$ cat src/rtl/wave_sched.sv
// rtl/wave_sched.sv - segment table waveform sequencer with tick timebase
//
// Plays a 4-entry table of (waveform select, duration in ticks) segments.
// An entry with duration 0 marks the end of the list.
//
// Ports:
//   clk      system clock, rising edge
//   rst      asynchronous active-high reset (also clears the table)
//   start    level-sampled request to begin sequencing (ignored in RUN)
//   stop     abort request, wins over start and over tick-driven advance
//   loop_en  replay from entry 0 at end of list instead of finishing
//   wr_en    table write strobe, honoured in any state
//   wr_addr  table entry index 0..3
//   wr_data  [9:8] waveform select, [7:0] duration in ticks
//   wave_sel waveform select for the datapath (0 in IDLE)
//   seg_idx  active table entry (0 in IDLE)
//   run      high while sequencing
//   tick     one-cycle timebase pulse, every TICK_DIV+1 cycles in RUN
//   done     one-cycle pulse in the first IDLE cycle after normal completion
module wave_sched #(
   parameter logic [23:0] TICK_DIV = 24'd11999999
) (
   input  logic       clk,
   input  logic       rst,
   input  logic       start,
   input  logic       stop,
   input  logic       loop_en,
   input  logic       wr_en,
   input  logic [1:0] wr_addr,
   input  logic [9:0] wr_data,
   output logic [1:0] wave_sel,
   output logic [1:0] seg_idx,
   output logic       run,
   output logic       tick,
   output logic       done
);

   typedef enum logic {IDLE = 1'b0, RUN = 1'b1} state_t;

   state_t      state, state_n;
   logic [23:0] presc, presc_n;
   logic [7:0]  remaining, remaining_n;
   logic [1:0]  sel_n, idx_n;
   logic        done_n;
   logic [9:0]  tbl [4];

   logic [1:0]  nxt_idx;
   logic [9:0]  nxt_entry;
   logic [9:0]  entry0;

   assign nxt_idx   = seg_idx + 2'd1;
   assign nxt_entry = tbl[nxt_idx];
   assign entry0    = tbl[0];

   assign run  = (state == RUN);
   assign tick = (state == RUN) && (presc == TICK_DIV);

   always_ff @(posedge clk or posedge rst) begin
      if (rst) begin
         state     <= IDLE;
         presc     <= 24'd0;
         remaining <= 8'd0;
         wave_sel  <= 2'd0;
         seg_idx   <= 2'd0;
         done      <= 1'b0;
         for (int i = 0; i < 4; i++) tbl[i] <= 10'd0;
      end else begin
         state     <= state_n;
         presc     <= presc_n;
         remaining <= remaining_n;
         wave_sel  <= sel_n;
         seg_idx   <= idx_n;
         done      <= done_n;
         // Reads above use the pre-edge table, so a write only affects
         // an entry the next time it is loaded.
         if (wr_en) tbl[wr_addr] <= wr_data;
      end
   end

   always_comb begin
      state_n     = state;
      presc_n     = presc;
      remaining_n = remaining;
      sel_n       = wave_sel;
      idx_n       = seg_idx;
      done_n      = 1'b0;

      case (state)
         IDLE: begin
            presc_n = 24'd0;
            sel_n   = 2'd0;
            idx_n   = 2'd0;
            if (start && !stop) begin
               if (entry0[7:0] != 8'd0) begin
                  state_n     = RUN;
                  sel_n       = entry0[9:8];
                  remaining_n = entry0[7:0];
               end else begin
                  done_n = 1'b1;
               end
            end
         end

         RUN: begin
            if (stop) begin
               state_n     = IDLE;
               presc_n     = 24'd0;
               remaining_n = 8'd0;
               sel_n       = 2'd0;
               idx_n       = 2'd0;
            end else begin
               presc_n = tick ? 24'd0 : presc + 24'd1;
               if (tick) begin
                  if (remaining > 8'd1) begin
                     remaining_n = remaining - 8'd1;
                  end else if (seg_idx != 2'd3 && nxt_entry[7:0] != 8'd0) begin
                     idx_n       = nxt_idx;
                     sel_n       = nxt_entry[9:8];
                     remaining_n = nxt_entry[7:0];
                  end else if (loop_en && entry0[7:0] != 8'd0) begin
                     idx_n       = 2'd0;
                     sel_n       = entry0[9:8];
                     remaining_n = entry0[7:0];
                  end else begin
                     state_n     = IDLE;
                     remaining_n = 8'd0;
                     sel_n       = 2'd0;
                     idx_n       = 2'd0;
                     done_n      = 1'b1;
                  end
               end
            end
         end

         default: state_n = IDLE;
      endcase
   end

endmodule

$ cat config.mk
export PLATFORM = sky130hd
export DESIGN_NAME = wave_sched
export DESIGN_NICKNAME = d
export VERILOG_FILES = /design/src/rtl/wave_sched.sv
export SDC_FILE = /design/constraint.sdc
export NUM_CORES = 1
export LEC_CHECK = 0
export BUFFER_PORTS_ARGS = -buffer_cell sky130_fd_sc_hd__buf_2
export CAP_MARGIN = 20
export CORE_ASPECT_RATIO = 2
export CORE_UTILIZATION = 47
export CTS_BUF_LIST = sky130_fd_sc_hd__clkbuf_2 sky130_fd_sc_hd__clkbuf_4 sky130_fd_sc_hd__clkbuf_8
export DETAILED_ROUTE_END_ITERATION = 10
export GPL_ROUTABILITY_DRIVEN = 0
export GPL_TIMING_DRIVEN = 1
export HOLD_SLACK_MARGIN = 0.08
export PLACE_DENSITY = 0.73
export SETUP_SLACK_MARGIN = 0.5
export SYNTH_ARGS = -nofsm -noshare
export SYNTH_HDL_FRONTEND = slang
export SYNTH_SLANG_ARGS = --single-unit
$ cat constraint.sdc
create_clock -name clk -period 2.6 [get_ports clk]
set_clock_uncertainty 0.05 [all_clocks]
set_input_delay 0.39 -clock clk [delete_from_list [all_inputs] [get_ports clk]]
set_output_delay 0.39 -clock clk [all_outputs]
set_load 0.01 [all_outputs]
==> impl_metrics.env, run 1 <==
export IMPL_status="finished clean"
export IMPL_core_area_mm2=0.008588
export IMPL_final_cells=539
export IMPL_io_buffers=24
export IMPL_crit_path_max_incr_delay_ns=0.53
export IMPL_fp_dieH_um=134.8
export IMPL_dpl_cell_area_mm2=0.004518
export IMPL_power_density_mw_per_mm2=640.5
export IMPL_htreeDepth=3
export IMPL_area_growth_pct=21.62
export IMPL_cts_buffer_depth=2
export IMPL_cp_required_ns=2.82
export IMPL_sequentialPowerShare=0.473
export IMPL_ys_flop_type="dfrtp_1"
export IMPL_cp_end_kind="register"
export IMPL_synth_warnings=0
export IMPL_synth_edf_count=0
export IMPL_cap_violations=0
export IMPL_rsz0062_at_grt="yes"
export IMPL_worstPathArrival_ns=2.79
export IMPL_peakVddDrop_v=0.0004154
export IMPL_track_usage=0.2419
export IMPL_fmax_mhz=388.2
export IMPL_viasPerCell=6.002
export IMPL_worstPathMaxFanout=6
export IMPL_die_w_um=68.40
export IMPL_reg2reg_setup_slack_ns=0.02
export IMPL_synth_seq_cells=78
export IMPL_pin_count=25
export IMPL_vias=3235
export IMPL_crit_chain="ha_4 > buf_6 > mux4_2 > nor4_4 > a21o_4 > nand4_4 > or2_1 > a221oi_2"
export IMPL_critPathKind="reg -> reg"
export IMPL_final_cell_mix="dfrtp_1 (76), mux2_2 (39), buf_4 (37), nand2_1 (30), nor2_1 (29)"
export IMPL_path_buf_inv=1
export IMPL_final_max_slew_viol_count=0
export IMPL_cp_start_kind="register"
export IMPL_pwr_share_comb=0.241
export IMPL_ant_nets=0
export IMPL_worst_pin_slew_ns=0.6644
export IMPL_yosysSeqAreaShare=0.4710
export IMPL_initial_utilization=0.4825
export IMPL_first_pass_iters=4
export IMPL_routedWlPerCell_um=19.50
export IMPL_syn_area_mm2=0.004144
export IMPL_fin_area_mm2=0.005040
export IMPL_drc=0
export IMPL_crit_slowest_cell="mux4_2"
export IMPL_synth_area_per_cell_um2=11.26
export IMPL_syn_inst=368
export IMPL_grt_max_degree=32
export IMPL_clock_sinks=78
export IMPL_syn_nets=390
export IMPL_post_dp_hpwl_um=7329
export IMPL_final_common_cell="dfrtp_1"
export IMPL_min_path_type="in -> reg"
export IMPL_pre_cts_ws_ns=-0.03254
export IMPL_swShare=0.3192
export IMPL_final_net_count=456
export IMPL_drtIter0Drc=129
export IMPL_num_rows=48
export IMPL_antenna_cells=0
export IMPL_cts_inserted_buffers=9
export IMPL_maxSlewHeadroom=0.5530
export IMPL_p_int_mw=2.198
export IMPL_grt_pass1_vias=3407
export IMPL_setup_viol=0
export IMPL_nFillCells=698
export IMPL_synth_distinct_cells=55
export IMPL_drive_gt1_frac=0.3918
export IMPL_antenna_found_initial=0
export IMPL_timing_final_crit_period_ns=2.576
export IMPL_dpl_cell_count=498
export IMPL_power_mw=3.228
export IMPL_grt_pass1_wl_um=16050
export IMPL_die_area_mm2=0.009219
export IMPL_crit_family="simple AND/OR/NAND/NOR gates"
export IMPL_tritoncts="built"
export IMPL_clk_latency_ns=0.36
export IMPL_grt_overflow_total=0
export IMPL_clkTransAtPathRegs_ns=0.09
export IMPL_cts_root_buf="clkbuf_8"
export IMPL_switchingPower_mw=1.030
export IMPL_fin_crit_sh=0.9909
export IMPL_finalHoldViolations=0
export IMPL_routed_wl_um=10510
export IMPL_async_flop_share=1.000
export IMPL_pwr_share_clk=0.286
export IMPL_fin_ws_ns=0.02372
export IMPL_cellLeakagePower_nw=2.101
[layer usage]
layer | wire length [µm] | vias up | track usage
li1 | - | 1471 | -
met3 | 297 | 34 | 0.03716
met1 | 3692 | 1645 | 0.2325
met2 | 6085 | 85 | 0.4297
met4 | 437 | 0 | 0.1875
met5 | 0 | - | 0
[Yosys cell counts, types with 3 or more instances]
master / instances / area share
mux4_1: 5 / 0.032
nor3b_1: 6 / 0.011
nand2_1: 31 / 0.028
mux2i_1: 3 / 0.0072
and2_1: 3 / 0.0045
mux4_2: 5 / 0.027
ha_1: 4 / 0.012
nor2_1: 30 / 0.027
dfrtp_1: 78 / 0.47
a31oi_1: 5 / 0.0075
nor4_1: 3 / 0.0045
or3_1: 5 / 0.0075
or4_1: 4 / 0.0072
clkbuf_1: 8 / 0.0072
nand3_1: 14 / 0.017
buf_2: 5 / 0.0060
xor2_1: 12 / 0.025
xnor2_1: 11 / 0.023
a21oi_1: 17 / 0.021
o21ai_0: 15 / 0.018
mux2_2: 39 / 0.11
nor3_1: 10 / 0.012
and3_1: 4 / 0.0060
inv_1: 7 / 0.0063
nand4_1: 3 / 0.0045
[worst reg2reg max path, stage by stage, from the launching register on]
cell	delay [ns]
dfrtp_2	0.44
ha_4	0.33
buf_6	0.14
mux4_2	0.53
nor4_4	0.27
a21o_4	0.20
nand4_4	0.07
or2_1	0.23
a221oi_2	0.22
[power by group through the flow]
stage               combinational (mW)  sequential, mW  clock (mW)
floorplan                        0.569            1.48           0
global placement                 0.706            1.54           0
detailed placement               0.730            1.55           0
CTS                              0.747            1.52       0.934
global route                     0.853            1.54       0.977
finish                           0.779            1.53       0.922
[path summary, 6_finish.rpt]
check,start,to,depth (start not counted)
worst max-delay path,seg_idx[0],remaining[0],8
worst min-delay path,wr_data[0],entry0[0],3
worst max register to register,seg_idx[0],remaining[0],8
worst min register to register,tbl[19],tbl[19],1
max in group asynchronous,rst,tbl[21],4
min in group asynchronous,rst,presc[4],3
[stage by stage]
stage / hold slack, ns / TNS [ns] / util
2_1_floorplan: 0.4067 / 0 / -
3_3_place_gp: 0.3702 / 0 / 0.5261
3_5_place_dp: 0.3688 / -0.03254 / 0.5261
4_1_cts: 0.2302 / 0 / 0.5672
5_1_grt: 0.2435 / -0.2020 / 0.5868
6_report: 0.2428 / 0 / 0.5868
[cell type report]
class                      instances  area, µm²  area share
multi-input combinational        268       2213      0.4392
sequential                        78       1954      0.3878
timing repair buffer              70      520.5      0.1033
tap                              100      125.1     0.02483
clock buffer                       9      123.9     0.02458
clock inverter                     7      72.57     0.01440
inverter                           7      30.03    0.005958
[logic make-up (layout without fill, tap and decap cells)]
group / after synthesis / in the layout / synth area share
simple gates: 136 / 136 / 0.1866
flops: 78 / 78 / 0.4710
compound gates: 53 / 53 / 0.08454
mux: 52 / 52 / 0.1721
xor+xnor: 23 / 23 / 0.04861
buf+inv: 22 / 93 / 0.02506
fa+ha+maj: 4 / 4 / 0.01208
[flip-flops by register name (all words and copies together), names as in the netlist]
signal / flops
done: 1
wave_sel: 2
tbl: 30
entry0: 10
presc: 24
run: 1
remaining: 8
seg_idx: 2
[timing repair]
action,4_1_cts,5_1_grt
hold endpoints to repair,15,0
gates resized for setup,17,21
cloned,0,2
setup endpoints to repair,37,37
pin swaps,10,6
buffers inserted,15,7
hold buffers,1,0
(Power assumes the default switching activity.)
==> run 2: changes to the inputs <==
- CORE_UTILIZATION: 47 -> 57
- PLACE_DENSITY: 0.73 -> 0.84
==> run 2 against run 1 <==
Net effect: the flow now finishes with violations (negative setup slack); cell area down 2.5%; count of clock-buffer cells in the layout grew 2; routed wire length down 2.6%; global-route usage increased by 5.1 points; non-clock buffer count decreased by 10; hold slack lost 0.15 ns; power rose by 0.49%; utilization grew 12 points; register-to-register slack worse by 0.07 ns; combinational power shrank 1%; largest cell class unchanged; highest routed layer unchanged.
==> impl_metrics.env, run 2 (synthesis results as in run 1) <==
export IMPL_status="finished, violations left"
export IMPL_violations="negative setup slack"
export IMPL_final_max_slew_viol_count=0
export IMPL_worstPathMaxFanout=6
export IMPL_num_rows=43
export IMPL_clkTransAtPathRegs_ns=0.08
export IMPL_die_area_mm2=0.007636
export IMPL_crit_path_max_incr_delay_ns=0.54
export IMPL_grt_max_degree=79
export IMPL_cp_endpoint="remaining[0]"
export IMPL_vias=3206
export IMPL_cap_violations=0
export IMPL_path_buf_inv=1
export IMPL_timing_final_crit_period_ns=2.647
export IMPL_fin_area_mm2=0.004913
export IMPL_crit_family="simple AND/OR/NAND/NOR gates"
export IMPL_ant_nets=0
export IMPL_drtIter0Drc=321
export IMPL_swShare=0.3110
export IMPL_cp_num_cells=8
export IMPL_finalHoldViolations=0
export IMPL_cp_startpoint="seg_idx[1]"
export IMPL_cp_start_kind="register"
export IMPL_area_growth_pct=18.57
export IMPL_sequentialPowerShare=0.472
export IMPL_worst_pin_slew_ns=0.6109
export IMPL_setup_viol=1
export IMPL_tritoncts="built"
export IMPL_final_cell_mix="dfrtp_1 (76), mux2_2 (39), buf_4 (30), nand2_1 (29), nor2_1 (29)"
export IMPL_critPathKind="reg -> reg"
export IMPL_cellLeakagePower_nw=2.037
export IMPL_nFillCells=503
export IMPL_power_density_mw_per_mm2=660.2
export IMPL_power_mw=3.244
export IMPL_post_dp_hpwl_um=6963
export IMPL_routedWlPerCell_um=19.74
export IMPL_clock_sinks=78
export IMPL_p_int_mw=2.235
export IMPL_die_w_um=62.29
export IMPL_fp_dieH_um=122.6
export IMPL_drc=0
export IMPL_cts_inserted_buffers=9
export IMPL_pin_count=25
export IMPL_cts_buffer_depth=2
export IMPL_reg2reg_depth=8
export IMPL_viasPerCell=6.177
export IMPL_first_pass_iters=4
export IMPL_fin_crit_sh=1.018
export IMPL_dpl_cell_area_mm2=0.004496
export IMPL_peakVddDrop_v=0.0006519
export IMPL_worstPathArrival_ns=2.85
export IMPL_cp_required_ns=2.81
export IMPL_largest_reg_flops=30
export IMPL_grt_pass1_wl_um=16550
export IMPL_core_area_mm2=0.006994
export IMPL_final_net_count=446
export IMPL_final_common_cell="dfrtp_1"
export IMPL_routed_wl_um=10240
export IMPL_fmax_mhz=377.8
export IMPL_reg2reg_setup_slack_ns=-0.05
export IMPL_clk_latency_ns=0.35
export IMPL_fin_ws_ns=-0.04713
export IMPL_maxSlewHeadroom=0.5915
export IMPL_min_path_type="in -> async"
export IMPL_antenna_cells=0
export IMPL_track_usage=0.2925
export IMPL_initial_utilization=0.5925
export IMPL_htreeDepth=3
export IMPL_grt_overflow_total=0
export IMPL_top_register="tbl"
export IMPL_rsz0062_at_grt="yes"
export IMPL_cts_root_buf="clkbuf_8"
export IMPL_pwr_share_comb=0.237
export IMPL_antenna_found_initial=0
export IMPL_grt_pass1_vias=3458
export IMPL_crit_slowest_cell="mux4_2"
export IMPL_cp_end_kind="register"
export IMPL_drive_gt1_frac=0.3730
export IMPL_pwr_share_clk=0.291
export IMPL_switchingPower_mw=1.009
export IMPL_io_buffers=24
export IMPL_r2r_end="remaining[0]"
export IMPL_crit_chain="ha_4 > buf_6 > mux4_2 > nor4_4 > a21o_4 > nand4_4 > or2_1 > a221oi_2"
export IMPL_crit_reg2reg_launch="seg_idx[1]"
## run 2: metrics by stage
stage | setup TNS, ns | util | instances | setup slack (ns) | hold WS (ns)
final | -0.04713 | 0.7025 | 519 | -0.04713 | 0.09300
after global routing | -0.4542 | 0.7025 | 519 | -0.1548 | 0.1130
after CTS | 0 | 0.6953 | 516 | 0.02188 | 0.1003
after detailed placement | -0.04380 | 0.6428 | 485 | -0.04380 | 0.4313
after global placement | 0 | 0.6428 | 485 | 0.05383 | 0.4233
after floorplan | 0 | - | 368 | 0.01103 | 0.4067
## run 2: repair_timing
| action | CTS | global route |
|---|---|---|
| hold buffers | 0 | 0 |
| pin swaps | 8 | 8 |
| setup endpoints to repair | 18 | 37 |
| resized for setup | 18 | 10 |
| setup buffers | 15 | 3 |
## run 2: cell type report
cell class              instances  area (µm²)  share of cell area
multi-input cells             268        2186              0.4449
clock buffers                  11       151.4             0.03081
inverters                       7       30.03            0.006112
clock inverters                 5       57.56             0.01171
repair buffers                 60       421.7             0.08582
well taps                      90       112.6             0.02292
flip-flops and latches         78        1954              0.3978
## run 2: power by group through the flow
stage,logic (mW),clock network (mW),registers (mW)
after floorplan,0.569,0,1.48
after global placement,0.703,0,1.53
after detailed placement,0.735,0,1.54
after CTS,0.757,0.962,1.52
after global routing,0.822,1.01,1.54
final,0.768,0.944,1.53
## run 2: worst min path at each step
stage and end:
3_5_place_dp presc[0], 5_1_grt entry0[4], 2_1_floorplan presc[0], 4_1_cts tbl[15]
3_3_place_gp presc[0], 6_report remaining[4]
## run 2: metal layers
layer / up-vias / GRT usage / wire length [µm]
li1: 1452 / - / -
met3: 56 / 0.05297 / 372
met2: 123 / 0.5096 / 5514
met4: 0 / 0.2631 / 702
met5: - / 0 / 0
met1: 1575 / 0.2949 / 3654
## run 2: worst min-delay path, delay by kind of cell
kind	cells	cell delay, ns
buf+inv	3	0.52
